## src/rtl/mips_ctrl_pkg.sv

```systemverilog
// rtl/mips_ctrl_pkg.sv - shared opcode, state and control-field encodings for the multicycle MIPS control FSM
package mips_ctrl_pkg;

  typedef enum logic [3:0] {
    S_FETCH  = 4'd0,
    S_DECODE = 4'd1,
    S_MEMADR = 4'd2,
    S_MEMRD  = 4'd3,
    S_MEMWB  = 4'd4,
    S_MEMWR  = 4'd5,
    S_EXEC   = 4'd6,
    S_RWB    = 4'd7,
    S_BEQ    = 4'd8,
    S_BNE    = 4'd9,
    S_ADDIEX = 4'd10,
    S_ADDIWB = 4'd11,
    S_JUMP   = 4'd12
  } state_t;

  localparam logic [5:0] OP_RTYPE = 6'b000000;
  localparam logic [5:0] OP_J     = 6'b000010;
  localparam logic [5:0] OP_BEQ   = 6'b000100;
  localparam logic [5:0] OP_BNE   = 6'b000101;
  localparam logic [5:0] OP_ADDI  = 6'b001000;
  localparam logic [5:0] OP_LW    = 6'b100011;
  localparam logic [5:0] OP_SW    = 6'b101011;

  localparam logic [1:0] SRCB_RT     = 2'b00;
  localparam logic [1:0] SRCB_FOUR   = 2'b01;
  localparam logic [1:0] SRCB_IMM    = 2'b10;
  localparam logic [1:0] SRCB_IMM_SH = 2'b11;

  localparam logic [1:0] ALU_ADD   = 2'b00;
  localparam logic [1:0] ALU_SUB   = 2'b01;
  localparam logic [1:0] ALU_FUNCT = 2'b10;

  localparam logic [1:0] PCSRC_ALU    = 2'b00;
  localparam logic [1:0] PCSRC_ALUOUT = 2'b01;
  localparam logic [1:0] PCSRC_JUMP   = 2'b10;

  function automatic logic is_supported_op(input logic [5:0] op);
    return (op == OP_RTYPE) || (op == OP_J) || (op == OP_BEQ) || (op == OP_BNE) ||
           (op == OP_ADDI) || (op == OP_LW) || (op == OP_SW);
  endfunction

endpackage

```

## src/rtl/mc_output_decode.sv

```systemverilog
// rtl/mc_output_decode.sv - combinational state-to-control mapping; MC_MEM_WAIT_EN gates IRWrite/PCWrite on mem_ready
module mc_output_decode
  import mips_ctrl_pkg::*;
(
  input  logic [3:0] state,
  input  logic       active,
  input  logic       mem_ready,
  output logic       IorD,
  output logic       MemRead,
  output logic       MemWrite,
  output logic       IRWrite,
  output logic       MemtoReg,
  output logic       RegDst,
  output logic       RegWrite,
  output logic       ALUSrcA,
  output logic [1:0] ALUSrcB,
  output logic [1:0] AluOP,
  output logic [1:0] PCSource,
  output logic       PCWrite,
  output logic       PCWriteCond,
  output logic       PCWriteCondNot
);

  logic fetch_done;
`ifdef MC_MEM_WAIT_EN
  assign fetch_done = mem_ready;
`else
  logic unused_mem_ready;
  assign unused_mem_ready = mem_ready;
  assign fetch_done = 1'b1;
`endif

  always_comb begin
    IorD = 1'b0;  MemRead = 1'b0;  MemWrite = 1'b0;  IRWrite = 1'b0;
    MemtoReg = 1'b0;  RegDst = 1'b0;  RegWrite = 1'b0;  ALUSrcA = 1'b0;
    ALUSrcB = SRCB_RT;  AluOP = ALU_ADD;  PCSource = PCSRC_ALU;
    PCWrite = 1'b0;  PCWriteCond = 1'b0;  PCWriteCondNot = 1'b0;
    // inactive covers reset and the settling cycle right after it
    if (active) begin
      case (state)
        S_FETCH: begin
          MemRead = 1'b1;  ALUSrcB = SRCB_FOUR;
          IRWrite = fetch_done;  PCWrite = fetch_done;
        end
        S_DECODE: ALUSrcB = SRCB_IMM_SH;
        S_MEMADR, S_ADDIEX: begin ALUSrcA = 1'b1;  ALUSrcB = SRCB_IMM; end
        S_MEMRD:  begin MemRead = 1'b1;  IorD = 1'b1; end
        S_MEMWB:  begin RegWrite = 1'b1;  MemtoReg = 1'b1; end
        S_MEMWR:  begin MemWrite = 1'b1;  IorD = 1'b1; end
        S_EXEC:   begin ALUSrcA = 1'b1;  AluOP = ALU_FUNCT; end
        S_RWB:    begin RegWrite = 1'b1;  RegDst = 1'b1; end
        S_BEQ:    begin ALUSrcA = 1'b1;  AluOP = ALU_SUB;  PCSource = PCSRC_ALUOUT;  PCWriteCond = 1'b1; end
        S_BNE:    begin ALUSrcA = 1'b1;  AluOP = ALU_SUB;  PCSource = PCSRC_ALUOUT;  PCWriteCondNot = 1'b1; end
        S_ADDIWB: RegWrite = 1'b1;
        S_JUMP:   begin PCSource = PCSRC_JUMP;  PCWrite = 1'b1; end
        default:  ;
      endcase
    end
  end

endmodule

```

## src/rtl/multicycle_control.sv

```systemverilog
// rtl/multicycle_control.sv - multicycle MIPS control FSM; define MC_MEM_WAIT_EN to stall FETCH/MEMRD/MEMWR on mem_ready
module multicycle_control
  import mips_ctrl_pkg::*;
(
  input  logic       clk,
  input  logic       reset,
  input  logic [5:0] opcode,
  input  logic       mem_ready,
  output logic       IorD,
  output logic       MemRead,
  output logic       MemWrite,
  output logic       IRWrite,
  output logic       MemtoReg,
  output logic       RegDst,
  output logic       RegWrite,
  output logic       ALUSrcA,
  output logic [1:0] ALUSrcB,
  output logic [1:0] AluOP,
  output logic [1:0] PCSource,
  output logic       PCWrite,
  output logic       PCWriteCond,
  output logic       PCWriteCondNot,
  output logic       illegal_op,
  output logic [3:0] state
);

  logic [3:0] state_q, state_next;
  logic       running;
  logic       is_store;
  logic       mem_go;

`ifdef MC_MEM_WAIT_EN
  assign mem_go = mem_ready;
`else
  assign mem_go = 1'b1;
`endif

  // lw/sw choice is captured in DECODE so later opcode changes cannot steer MEMADR
  always_ff @(posedge clk or posedge reset) begin
    if (reset) begin
      state_q  <= S_FETCH;
      running  <= 1'b0;
      is_store <= 1'b0;
    end else if (!running) begin
      running <= 1'b1;
    end else begin
      state_q <= state_next;
      if (state_q == S_DECODE) is_store <= (opcode == OP_SW);
    end
  end

  always_comb begin
    state_next = S_FETCH;
    case (state_q)
      S_FETCH:  state_next = mem_go ? S_DECODE : S_FETCH;
      S_DECODE: begin
        case (opcode)
          OP_LW, OP_SW: state_next = S_MEMADR;
          OP_RTYPE:     state_next = S_EXEC;
          OP_BEQ:       state_next = S_BEQ;
          OP_BNE:       state_next = S_BNE;
          OP_ADDI:      state_next = S_ADDIEX;
          OP_J:         state_next = S_JUMP;
          default:      state_next = S_FETCH;
        endcase
      end
      S_MEMADR: state_next = is_store ? S_MEMWR : S_MEMRD;
      S_MEMRD:  state_next = mem_go ? S_MEMWB : S_MEMRD;
      S_MEMWR:  state_next = mem_go ? S_FETCH : S_MEMWR;
      S_EXEC:   state_next = S_RWB;
      S_ADDIEX: state_next = S_ADDIWB;
      default:  state_next = S_FETCH;
    endcase
  end

  assign state      = state_q;
  assign illegal_op = running && (state_q == S_DECODE) && !is_supported_op(opcode);

  mc_output_decode u_decode (
    .state          (state_q),
    .active         (running),
    .mem_ready      (mem_ready),
    .IorD           (IorD),
    .MemRead        (MemRead),
    .MemWrite       (MemWrite),
    .IRWrite        (IRWrite),
    .MemtoReg       (MemtoReg),
    .RegDst         (RegDst),
    .RegWrite       (RegWrite),
    .ALUSrcA        (ALUSrcA),
    .ALUSrcB        (ALUSrcB),
    .AluOP          (AluOP),
    .PCSource       (PCSource),
    .PCWrite        (PCWrite),
    .PCWriteCond    (PCWriteCond),
    .PCWriteCondNot (PCWriteCondNot)
  );

endmodule

```

## config.mk

```make
export PLATFORM = sky130hd
export DESIGN_NAME = multicycle_control
export DESIGN_NICKNAME = d
export VERILOG_FILES = /design/src/rtl/mips_ctrl_pkg.sv /design/src/rtl/mc_output_decode.sv /design/src/rtl/multicycle_control.sv
export SDC_FILE = /design/constraint.sdc
export NUM_CORES = 1
export LEC_CHECK = 0
export ABC_AREA = 1
export CORE_UTILIZATION = 40
export CTS_CLUSTER_DIAMETER = 40
export DETAILED_ROUTE_END_ITERATION = 6
export PLACE_DENSITY = 0.78
export REMOVE_ABC_BUFFERS = 1
export SYNTH_ARGS = -nofsm -noshare
export SYNTH_HDL_FRONTEND = slang
export SYNTH_HIERARCHICAL = 1
export SYNTH_SLANG_ARGS = --single-unit
```

## constraint.sdc

```tcl
create_clock -name clk -period 1.78 [get_ports clk]
set_clock_uncertainty 0.2 [all_clocks]
set_input_delay 0.178 -clock clk [delete_from_list [all_inputs] [get_ports clk]]
set_output_delay 0.178 -clock clk [all_outputs]
set_load 0.005 [all_outputs]
```

== Word level (Yosys, flattened, before mapping) ==
Cells that the tools add are included.
Cells by class
  eq/ne operators: 18
  reduce and logical (&&, ||, !) cells: 20
  mux-type cells: 31
Operator list (count)
  4-bit one-hot mux with 6 select lines: 2
  1-bit 2-to-1 mux: 22
  4-bit equality test (second input constant): 5
  4-bit by 3-bit equality test with 1-bit output (second input constant): 4
  6-bit by 3-bit equality test with 1-bit output (second input constant): 2
  6-bit equality test (second input constant): 2
  2-bit OR reduction: 6
  4-bit by 2-bit equality test with 1-bit output (second input constant): 2
  2-bit one-hot mux with 2 select lines: 2
  6-bit by 2-bit equality test with 1-bit output (second input constant): 1
  6-bit by 4-bit equality test with 1-bit output (second input constant): 1
  6-bit zero test: 1
  1-bit logical OR: 6
  2-bit 2-to-1 mux: 3
  2-bit one-hot mux with 3 select lines: 1
  5-bit OR reduction: 1
  4-bit by 1-bit equality test with 1-bit output (second input constant): 1
  4-bit zero test: 1
  3-bit 2-to-1 mux: 1
  3-bit OR reduction: 1
  1-bit logical AND: 2
  2-bit AND reduction: 1
  1-bit zero test: 1
Storage, ports and cells
  input port bits: 9
  register bits: 6
  output and inout port bits: 22
  word-level logic and storage cells: 72

== Logic depth before layout (Yosys ltp) ==
Gate-level depths: netlist of run 1.
  depth in word-level cells: 9
  mapped depth: 9
  mapped depth without buffers: 9

== Cells and area by module ==
Netlist of run 1, hierarchy kept.
Modules (own cells, without submodules)
  multicycle_control: cells each 73, seq. area each 150.1 um^2, instances 1, area each 467.9 um^2
  mc_output_decode: cells each 49, seq. area each 0.0 um^2, instances 1, area each 212.7 um^2

== Worst setup path after synthesis of run 1 ==
OpenSTA, ideal clock, no wires.
  kind: register to output
  from: register state_q[3] (netlist: state[3])
  to: output illegal_op
  stages on the path, launching flop included: 8
  setup slack: 0.329 ns
  path buffers: 0
  arrival: 1.073 ns
  required time: 1.402 ns
  cell sequence: dfrtp_1 > inv_2 > nand2_2 > nor2_2 > nand2_1 > inv_2 > nand2_2 > nor3_2
On the way
  word-level cells in the longest chain between the ends: 3
Ends and longest elaborated chain
  start, declared: line multicycle_control.sv:27  | logic [3:0] state_q, state_next;
  start signal, assigned: line multicycle_control.sv:47  | state_q <= state_next;
  4-bit by 1-bit equality test with 1-bit output: line multicycle_control.sv:77  | assign illegal_op = running && (state_q == S_DECODE) && !is_supported_op(opcode);
  1-bit logical AND (2 in series): line multicycle_control.sv:77
  end, declared: line multicycle_control.sv:23  | output logic illegal_op,
No other way between the ends.

== Final worst setup path of run 1 ==
  from: register running
  to: output PCSource[1]
On the way
  word-level cells in the longest chain between the ends: 1
Ends and longest elaborated chain
  start, declared: line multicycle_control.sv:28  | logic running;
  start signal, assigned: line multicycle_control.sv:42  | running <= 1'b0;
  start signal, assigned: line multicycle_control.sv:45  | running <= 1'b1;
  2-bit 2-to-1 mux: line mc_output_decode.sv:39  | if (active) begin
  end, declared: line multicycle_control.sv:19  | output logic [1:0] PCSource,
No other way between the ends.

==> parameters.txt, run 1 <==
Parameter                              Value

Critical path
  Type of the setup path with the least slack ... reg -> out
  Worst setup path endpoint ... PCSource[1]
  Kind of end point of the critical path ... output port
  Total buffers and inverters traversed by the critical path ... 4
  Worst setup startpoint ... running
  Path depth of the worst reg2reg path ... 13
  Crit path depth ... 6
  Cell Chain, Critical Path ... buf_4, nand2_1, inv_1, nand3_1, inv_1, clkdlybuf4s50_1
  Critical path's most frequent cell ... inv_1
  Critical R2R Launch ... state[3]
  CP Data Required Time ... 1.40 ns
  Flop-to-flop setup slack ... 0.05 ns
  CP delay by family, top ... buffers and inverters
  Arrival time of data at the critical path endpoint ... 1.58 ns
  Highest net fanout along the worst path ... 5
  Endpoint of the worst-slack reg-to-reg timing path ... state[2]
  Slowest-stage cell, CP ... clkdlybuf4s50_1
  Startpoint type of the worst setup path ... flip-flop
  Crit-path max cell delay ... 0.49 ns

Clock network
  TritonCTS clock tree ... yes
  CTS root buf ... clkbuf_4
  Htree depth ... 1
  CTS clk-pin slew, worst paths ... 0.04 ns
  Maximum clock insertion buffer count ... 2
  Cts bufs inserted ... 3
  Clock latency reported for the late side of the worst-skew pair ... 0.24 ns
  # clock sinks ... 6

Power
  Leak pwr ... 0.8529 nW
  Power density over the cells ... 663.6 nW/um2
  Peak supply drop ... 0.5683 mV

Drt
  Average routed wire per standard cell ... 15.49 um
  Starting DRC count in detailed routing ... 55
  Number of nets with antenna violations after detailed routing ... 0
  Number of remaining DRC errors ... 0
  Detailed Routing Iterations Pass 1 ... 4
  Total wirelength of the detailed-routed design ... 3252 um
  Vias per inst ... 5.595
  Total number of vias ... 1175

Global route
  Total track usage ... 25.92%
  Fraction of met3 tracks used by global routing ... 3.404%
  Maximum number of pins on one net before global-route repair ... 9
  GR Util met1 ... 26.25%
  Number of global-route vias before repair ... 944
  Routing usage on met2 ... 51.34%
  Initial antenna violation count ... 0
  Global-route wire length before repair ... 3698 um
  Busiest metal layer after global routing ... met2
  Global route total overflow ... 0

Job
  Max-cap viol count ... 0

Finish
  Final non-filler cell area ... 1381 um2
  Synthesis-to-layout area growth ... 102.9%
  Final Instance Count excl. Fillers ... 210
  Fraction of final layout cells with drive strength greater than 1 ... 44.85%
  Count of nets after finishing ... 205
  N_diodes ... 0

STA
  Minimum period implied by the final worst setup slack ... 1.956 ns
  Worst setup slack after layout ... -0.1756 ns
  Fraction of the cycle the final worst path needs ... 109.9%
  Setup repair after global routing missed its margin ... yes
  Final setup vio count ... 3
  Final-report max-slew violation count ... 0
  Highest clock frequency the design can meet ... 511.3 MHz
  Hold Fails Final Rpt ... 0

Yosys
  Area share of the largest cell type after synthesis ... 22.06%
  Synth warnings ... 6
  Post-synthesis average cell area ... 5.579 um2
  Post-synthesis cell count ... 122
  Xor and xnor area share after synthesis ... 0%
  Top cells by area, synth ... dfrtp_1, nand2_1, nand3_1
  Synth Cell Area ... 680.7 um2
  Compound-cell area share of the yosys netlist ... 6.618%
  Synthesized-area fraction occupied by and/or/nand/nor cells ... 54.78%
  Yosys top cell by area ... dfrtp_1
  Yosys reg bits ... 6
  Synth unique cells ... 18
  Share of synthesized cell area in full adder, half adder and majority cells ... 0%
  Fraction of synthesized area in multiplexers ... 0%
  Main combinational cell family by area after synthesis ... simple AND/OR/NAND/NOR gates
  Fraction of the yosys area taken by sequential cells ... 22.06%

Outcome
  Outcome ... finished, violations left
  Failing checks ... negative setup slack

Place
  Total of buffers placed on input and output ports ... 29
  Instance area at placement ... 1149 um2
  HPWL after DPL ... 1641 um
  Post-placement cell count ... 188
  GP Congestion ... 0.8663

Floorplan
  Placeable Area ... 1541 um2
  Initial Utilization ... 44.16%
  I/O Pins ... 31
  Die extent in y ... 43.25 um
  Die ar. ... 1871 um2
  Number of standard-cell rows in the floorplan ... 14
  Width of the chip ... 43.25 um

Min path
  Type of the tightest min-delay check ... in -> reg
Yosys cell counts (all sizes together):
cell type,n
conb,1
nand4,2
o21ai,3
buf,2
nand3,18
inv,25
nor3,4
o211ai,1
dfrtp,6
a21oi,3
o21a,1
nor2,18
nand2,38
worst min-delay path by stage:
stage / endpoint / startpoint / cells after the start
floorplan: is_store / reset / 1
global route: is_store / opcode[2] / 5
global placement: running / reset / 2
CTS: is_store / is_store / 2
detailed placement: running / reset / 2
finish: is_store / opcode[2] / 5
kinds of logic (layout without fill, tap and decap cells):
group,after synthesis,in the layout
AND/OR/NAND/NOR,80,80
flip-flops,6,6
buffers and inverters,27,99
AO/OA/AOI/OAI,8,8
other,1,1
power by group:
group	leakage [nW]	internal (mW)	switching, mW
Combinational	0.762	0.311	0.304
Sequential	0.0770	0.156	0.0241
Clock	0.0138	0.0760	0.0455
Total	0.853	0.543	0.374
per-stage QoR:
stage	utilization [%]	power [mW]	hold slack (ns)	setup TNS [ns]	worst slack [ns]
floorplan	-	0.3680	-0.2310	0	0.3205
global placement	74.51	0.6154	0.1987	-0.3326	-0.2452
detailed placement	74.51	0.6322	0.2113	-0.5248	-0.2605
CTS	81.57	0.7866	0.3393	-0.4372	-0.1818
global route	89.61	0.9606	0.3651	-0.6593	-0.2124
finish	89.61	0.9167	0.3419	-0.3882	-0.1756
placed cells by master (no fill, tap or decap):
master            n
buf_2             1
o211ai_1          1
dlygate4sd2_1     4
clkdlybuf4s50_1   9
nand4_1           2
nor3_1            1
nand3_2           4
inv_4             2
dlygate4sd3_1     1
dlymetal6s2s_1    5
dfrtp_1           4
o21a_1            1
buf_4            37
inv_2             7
nor2_2            6
clkbuf_4          3
o21ai_1           3
nand2_2           1
conb_1            1
nand3_1          14
inv_1            16
buf_6             4
clkdlybuf4s15_1   2
dfrtp_2           2
clkbuf_2          8
nand2_1          33
a21oi_1           3
nand2_4           4
nor2_4            5
nor3_2            3
nor2_1            7
area by class of cell:
class | count | area [um2]
Multi-Input combinational cell | 89 | 501.7
Clock buffer | 3 | 22.52
Tap cell | 16 | 20.02
Sequential cell | 6 | 152.6
Inverter | 25 | 98.84
Timing Repair Buffer | 71 | 585.6
Fill cell | 67 | 160.2
worst register-to-register path, cell delays in order, from the launching register on:
cell and delay (ns):
dfrtp_1 0.39, buf_4 0.14, buf_6 0.11, inv_4 0.05, nand2_4 0.05, nor2_4 0.11, nand2_1 0.07, inv_2 0.06
buf_4 0.10, buf_4 0.11, nand3_2 0.05, nand3_1 0.08, nand2_1 0.05, o21ai_1 0.08
metal layers:
| metal | vias up | part of all wire [%] |
|---|---|---|
| li1 | 526 | - |
| met4 | 0 | 6.8 |
| met3 | 30 | 8.6 |
| met5 | - | 0 |
| met2 | 89 | 52 |
| met1 | 530 | 32 |
sequential cells by signal, summed over array words and instances, names as in the netlist:
name / flops
is_store: 1
running: 1
state: 4
timing repair:
action,in CTS,in global routing
hold buffers,1,0
pin swaps,2,7
buffers inserted,8,10
hold endpoints to repair,6,0
setup endpoints to repair,20,13
cloned,0,0
resized for setup,33,37
Power figures use the tool's default switching activity.
==> run 2: changes to the inputs <==
--- a/config.mk
+++ b/config.mk
@@ -7,8 +7,8 @@
 export LEC_CHECK = 0
-export ABC_AREA = 1
-export CORE_UTILIZATION = 40
+export CORE_UTILIZATION = 41
 export CTS_CLUSTER_DIAMETER = 40
 export DETAILED_ROUTE_END_ITERATION = 6
-export PLACE_DENSITY = 0.78
+export PLACE_DENSITY = 0.79
 export REMOVE_ABC_BUFFERS = 1
+export SLEW_MARGIN = 30
 export SYNTH_ARGS = -nofsm -noshare
==> constraint.sdc (replaced) <==
create_clock -name clk -period 1.78 [get_ports clk]
set_clock_uncertainty 0.2 [all_clocks]
set_input_delay 0.445 -clock clk [delete_from_list [all_inputs] [get_ports clk]]
set_output_delay 0.445 -clock clk [all_outputs]
set_load 0.005 [all_outputs]
==> run 2 against run 1 <==
- the flow now stops in 5_1_grt
- synthesized area grew 2.6%
- synthesized cell count decreased by 23%
==> parameters.txt, run 2 <==
Parameter                              Value

Outcome
  Outcome ... did not finish
  Stopping stage ... 5_1_grt
  Tool error ... [ERROR DPL-0038] Utilization greater than 100%, impossible to legalize

Floorplan
  Die extent in y ... 43.27 um
  Number of standard-cell rows in the floorplan ... 14
  Width of the chip ... 43.27 um
  Initial Utilization ... 45.29%
  I/O Pins ... 31

Yosys
  Synth warnings ... 6
  Post-synth EDFFs ... 0
  Cell with the most instances after synthesis ... nor2_1
  Main synth FF type ... dfrtp_1
  Fraction of the yosys area taken by sequential cells ... 21.51%
  Fraction of synthesized area in multiplexers ... 1.613%
  Top post-synthesis cells by count ... nor2_1, a21oi_1, nand2b_1, dfrtp_1
  Post-synth ARST share ... 100.0%
  Top cells by area, synth ... dfrtp_1, nor2_1, nand2b_1
  Area share of the largest cell type after synthesis ... 21.51%
  Xor and xnor area share after synthesis ... 2.509%
  Yosys top cell by area ... dfrtp_1
  Share of synthesized cell area in full adder, half adder and majority cells ... 0%
  Synth Cell Area ... 698.2 um2
  Yosys reg bits ... 6
  Main combinational cell family by area after synthesis ... simple AND/OR/NAND/NOR gates
  Synthesized-area fraction occupied by and/or/nand/nor cells ... 41.94%
  Compound-cell area share of the yosys netlist ... 25.45%
  Post-synthesis average cell area ... 7.427 um2
  Post-synthesis cell count ... 94
  Synth unique cells ... 40

Clock network
  Maximum clock insertion buffer count ... 2
  Htree depth ... 1
  CTS root buf ... clkbuf_4
  Cts bufs inserted ... 3
  # clock sinks ... 6
  Total of hold buffers inserted after clock tree synthesis ... 0

Place
  HPWL after DPL ... 1909 um
  GP Congestion ... 0.8786
  Instance area at placement ... 1226 um2
  Total of buffers placed on input and output ports ... 29

STA
  Post-GRT worst EP ... ALUSrcB[1]
  Pin type at the end of the worst path ... output port

Global route
  Maximum number of pins on one net before global-route repair ... 13
## run 2: cell count changes after synthesis, moves of 3 or more
cell,previous run,this run
buf_2,0,3
nor2_2,7,0
nand3_1,16,1
o21ai_0,0,3
nand2_2,3,0
inv_2,7,1
nand2_1,35,4
nand2b_1,0,8
inv_1,18,3
nor2_1,11,17
a21oi_1,3,9
## run 2: cell families after synthesis
family	Yosys count
AOI/OAI and AO/OA	24
xor gates and xnor gates	2
buffers and inverters	9
DFF	6
muxes	1
other	1
and+or+nand+nor	51
## run 2: per-stage QoR
stage	instances	worst slack [ns]	util, %	hold slack, ns
after detailed placement	167	-0.9523	79.55	0.3175
after global placement	167	-0.9074	79.55	0.3166
after floorplan	89	-0.05155	-	0.03596
after CTS	186	-0.3668	90.99	0.2114
## run 2: what timing repair did
item                                    4_1_cts
buffers inserted                             16
pin swaps                                    17
endpoints found under the setup margin       23
gates cloned                                  0
resized for setup                           126
==> run 3: changes to the inputs <==
Settings changed: CORE_AREA from default to 2 2 63 65, CORE_UTILIZATION 41 to default, CTS_CLUSTER_DIAMETER 40 to default, DIE_AREA from default to 0 0 65 67, PLACE_DENSITY 0.79 to default, PLACE_DENSITY_LB_ADDON from default to 0.15.
==> run 3 against run 2 <==
- the flow now finishes, with violations (negative setup slack)
- synthesized cell count unchanged
- synthesized area unchanged
==> parameters.txt, run 3 <==
Parameter                              Value

Outcome
  Outcome ... finished, violations left
  Failing checks ... negative setup slack

Yosys
  Top cells by area, synth ... dfrtp_1, nor2_1, nand2b_1
  Area share of the largest cell type after synthesis ... 21.51%
  Synth unique cells ... 40
  Fraction of the yosys area taken by sequential cells ... 21.51%
  Cell with the most instances after synthesis ... nor2_1
  Post-synthesis cell count ... 94
  Post-synth ARST share ... 100.0%
  Yosys top cell by area ... dfrtp_1
  Synth Cell Area ... 698.2 um2
  Yosys reg bits ... 6
  Top post-synthesis cells by count ... nor2_1, a21oi_1, nand2b_1, dfrtp_1
  Synth warnings ... 6
  Post-synth EDFFs ... 0
  Main synth FF type ... dfrtp_1
  Post-synthesis average cell area ... 7.427 um2

STA
  Minimum period implied by the final worst setup slack ... 2.104 ns
  Setup repair after global routing missed its margin ... yes
  Highest clock frequency the design can meet ... 475.3 MHz
  Worst setup slack after layout ... -0.3237 ns
  Hold Fails Final Rpt ... 0
  Fraction of the cycle the final worst path needs ... 118.2%
  Final setup vio count ... 19
  Total negative setup slack ... -3.986 ns
  Final-report max-slew violation count ... 0
  Post-route worst hold slack ... 0.2493 ns

Power
  Power density over the cells ... 441.9 nW/um2
  Leak pwr ... 0.7912 nW
  Peak supply drop ... 0.5219 mV

Drt
  Number of nets with antenna violations after detailed routing ... 0
  Total number of vias ... 1017
  Starting DRC count in detailed routing ... 38
  Average routed wire per standard cell ... 12.15 um
  Number of remaining DRC errors ... 0
  Detailed Routing Iterations Pass 1 ... 4
  Vias per inst ... 4.480
  Total wirelength of the detailed-routed design ... 2758 um

Critical path
  Arrival time of data at the critical path endpoint ... 1.46 ns
  Kind of end point of the critical path ... output port
  Total buffers and inverters traversed by the critical path ... 2
  Path depth of the worst reg2reg path ... 6
  Highest net fanout along the worst path ... 4
  Critical R2R Launch ... state[1]
  CP delay by family, top ... flip-flops
  CP Data Required Time ... 1.13 ns
  Type of the setup path with the least slack ... reg -> out
  Flop-to-flop setup slack ... 0.06 ns
  Crit-path max cell delay ... 0.42 ns
  Slowest-stage cell, CP ... dfrtp_2
  Startpoint type of the worst setup path ... flip-flop
  Cell Chain, Critical Path ... buf_6, or3b_4, a211oi_2, buf_2
  Endpoint of the worst-slack reg-to-reg timing path ... is_store

Clock network
  Htree depth ... 1
  Maximum clock insertion buffer count ... 2
  Cts bufs inserted ... 3
  TritonCTS clock tree ... yes
  CTS clk-pin slew, worst paths ... 0.04 ns
  CTS root buf ... clkbuf_8
  Clock latency reported for the late side of the worst-skew pair ... 0.22 ns
  # clock sinks ... 6

Global route
  Initial antenna violation count ... 0
  Global-route wire length before repair ... 4588 um
  Total track usage ... 13.46%
  Maximum number of pins on one net before global-route repair ... 11
  Number of global-route vias before repair ... 1020
  Global route total overflow ... 0

Floorplan
  Die ar. ... 4355 um2
  Initial Utilization ... 19.36%
  Width of the chip ... 65 um
  Placeable Area ... 3606 um2
  Number of standard-cell rows in the floorplan ... 22
  Die extent in y ... 67 um
  I/O Pins ... 31

Finish
  Leading cell type in the layout, fill and taps excluded ... buf_4
  Core Util, Final ... 46.29%
  Count of nets after finishing ... 190
  Area occupied by multi-input gates ... 673.1 um2
  Max reg flops ... 4
  N_diodes ... 0
  Register area ... 155.1 um2
  Final non-filler cell area ... 1669 um2
  Most frequent cells in the layout ... buf_4, buf_6, buf_2
  Synthesis-to-layout area growth ... 139.1%
  Fraction of final layout cells with drive strength greater than 1 ... 70.95%
  Number of filler cells placed in the layout ... 356

Place
  Worst setup timing slack at the placement stage ... -0.9660 ns
  HPWL after DPL ... 1958 um
  GP Congestion ... 0.8393
  Total of buffers placed on input and output ports ... 29
  Instance area at placement ... 1281 um2

Job
  Max-cap viol count ... 0

Min path
  Type of the tightest min-delay check ... in -> async
==> run 3: cell counts after synthesis <==
No cell type changed its count.
==> run 3: final cells by class <==
type	instances	share of cell area, %
clock buffer	3	2.474
inverter	4	0.8996
multi-input combinational	79	40.33
sequential	6	9.295
tap	48	3.598
timing repair buffer	87	43.40
==> run 3: worst register-to-register path: stages (launching register included) <==
cell     delay (ns)
dfrtp_2        0.42
buf_6          0.13
buf_4          0.13
nor3_4         0.22
buf_6          0.14
nand2_1        0.07
mux2_4         0.29
==> run 3: worst max-delay path by stage <==
stage | startpoint | to | depth (start not counted)
floorplan | state[3] | ALUSrcB[1] | 2
global placement | opcode[1] | illegal_op | 5
detailed placement | opcode[1] | illegal_op | 5
CTS | state[3] | illegal_op | 7
global route | state[1] | illegal_op | 6
finish | state[1] | ALUSrcB[1] | 4
==> run 3: kinds of logic (layout without fill, tap and decap cells) <==
kind of cell,Yosys count,in the layout,share of synthesized area (%)
buf+inv,9,94,6.450
mux,1,1,1.613
compound gates,24,24,25.45
simple gates,51,51,41.94
flops,6,6,21.50
other cells,1,1,0.5371
xor+xnor,2,2,2.509
==> run 3: where the power goes <==
part | switching (mW) | internal (mW)
combinational | 0.152 | 0.225
sequential | 0.0113 | 0.146
clock | 0.0585 | 0.145
==> run 3: repair_timing <==
| action | 4_1_cts | 5_1_grt |
|---|---|---|
| setup buffers | 25 | 3 |
| gates cloned | 0 | 0 |
| endpoints found under the setup margin | 24 | 25 |
| resized for setup | 144 | 27 |
| endpoints found under the hold margin | 0 | 0 |
| pin swaps | 23 | 9 |
| hold buffers | 0 | 0 |
==> run 3: per-layer routing <==
layer / up-vias / track usage (%) / wire (um)
li1: 512 / - / -
met1: 477 / 14.63 / 1174
met2: 28 / 25.64 / 1430
met3: 0 / 4.054 / 153
met4: 0 / 2.660 / 0
met5: - / 0 / 0
==> run 3: metrics by stage <==
stage	total power, mW	std cells
final	0.7376	227
after floorplan	0.2598	89
after detailed placement	0.4194	201
after global routing	0.7893	227
after global placement	0.4186	201
after CTS	0.7083	225
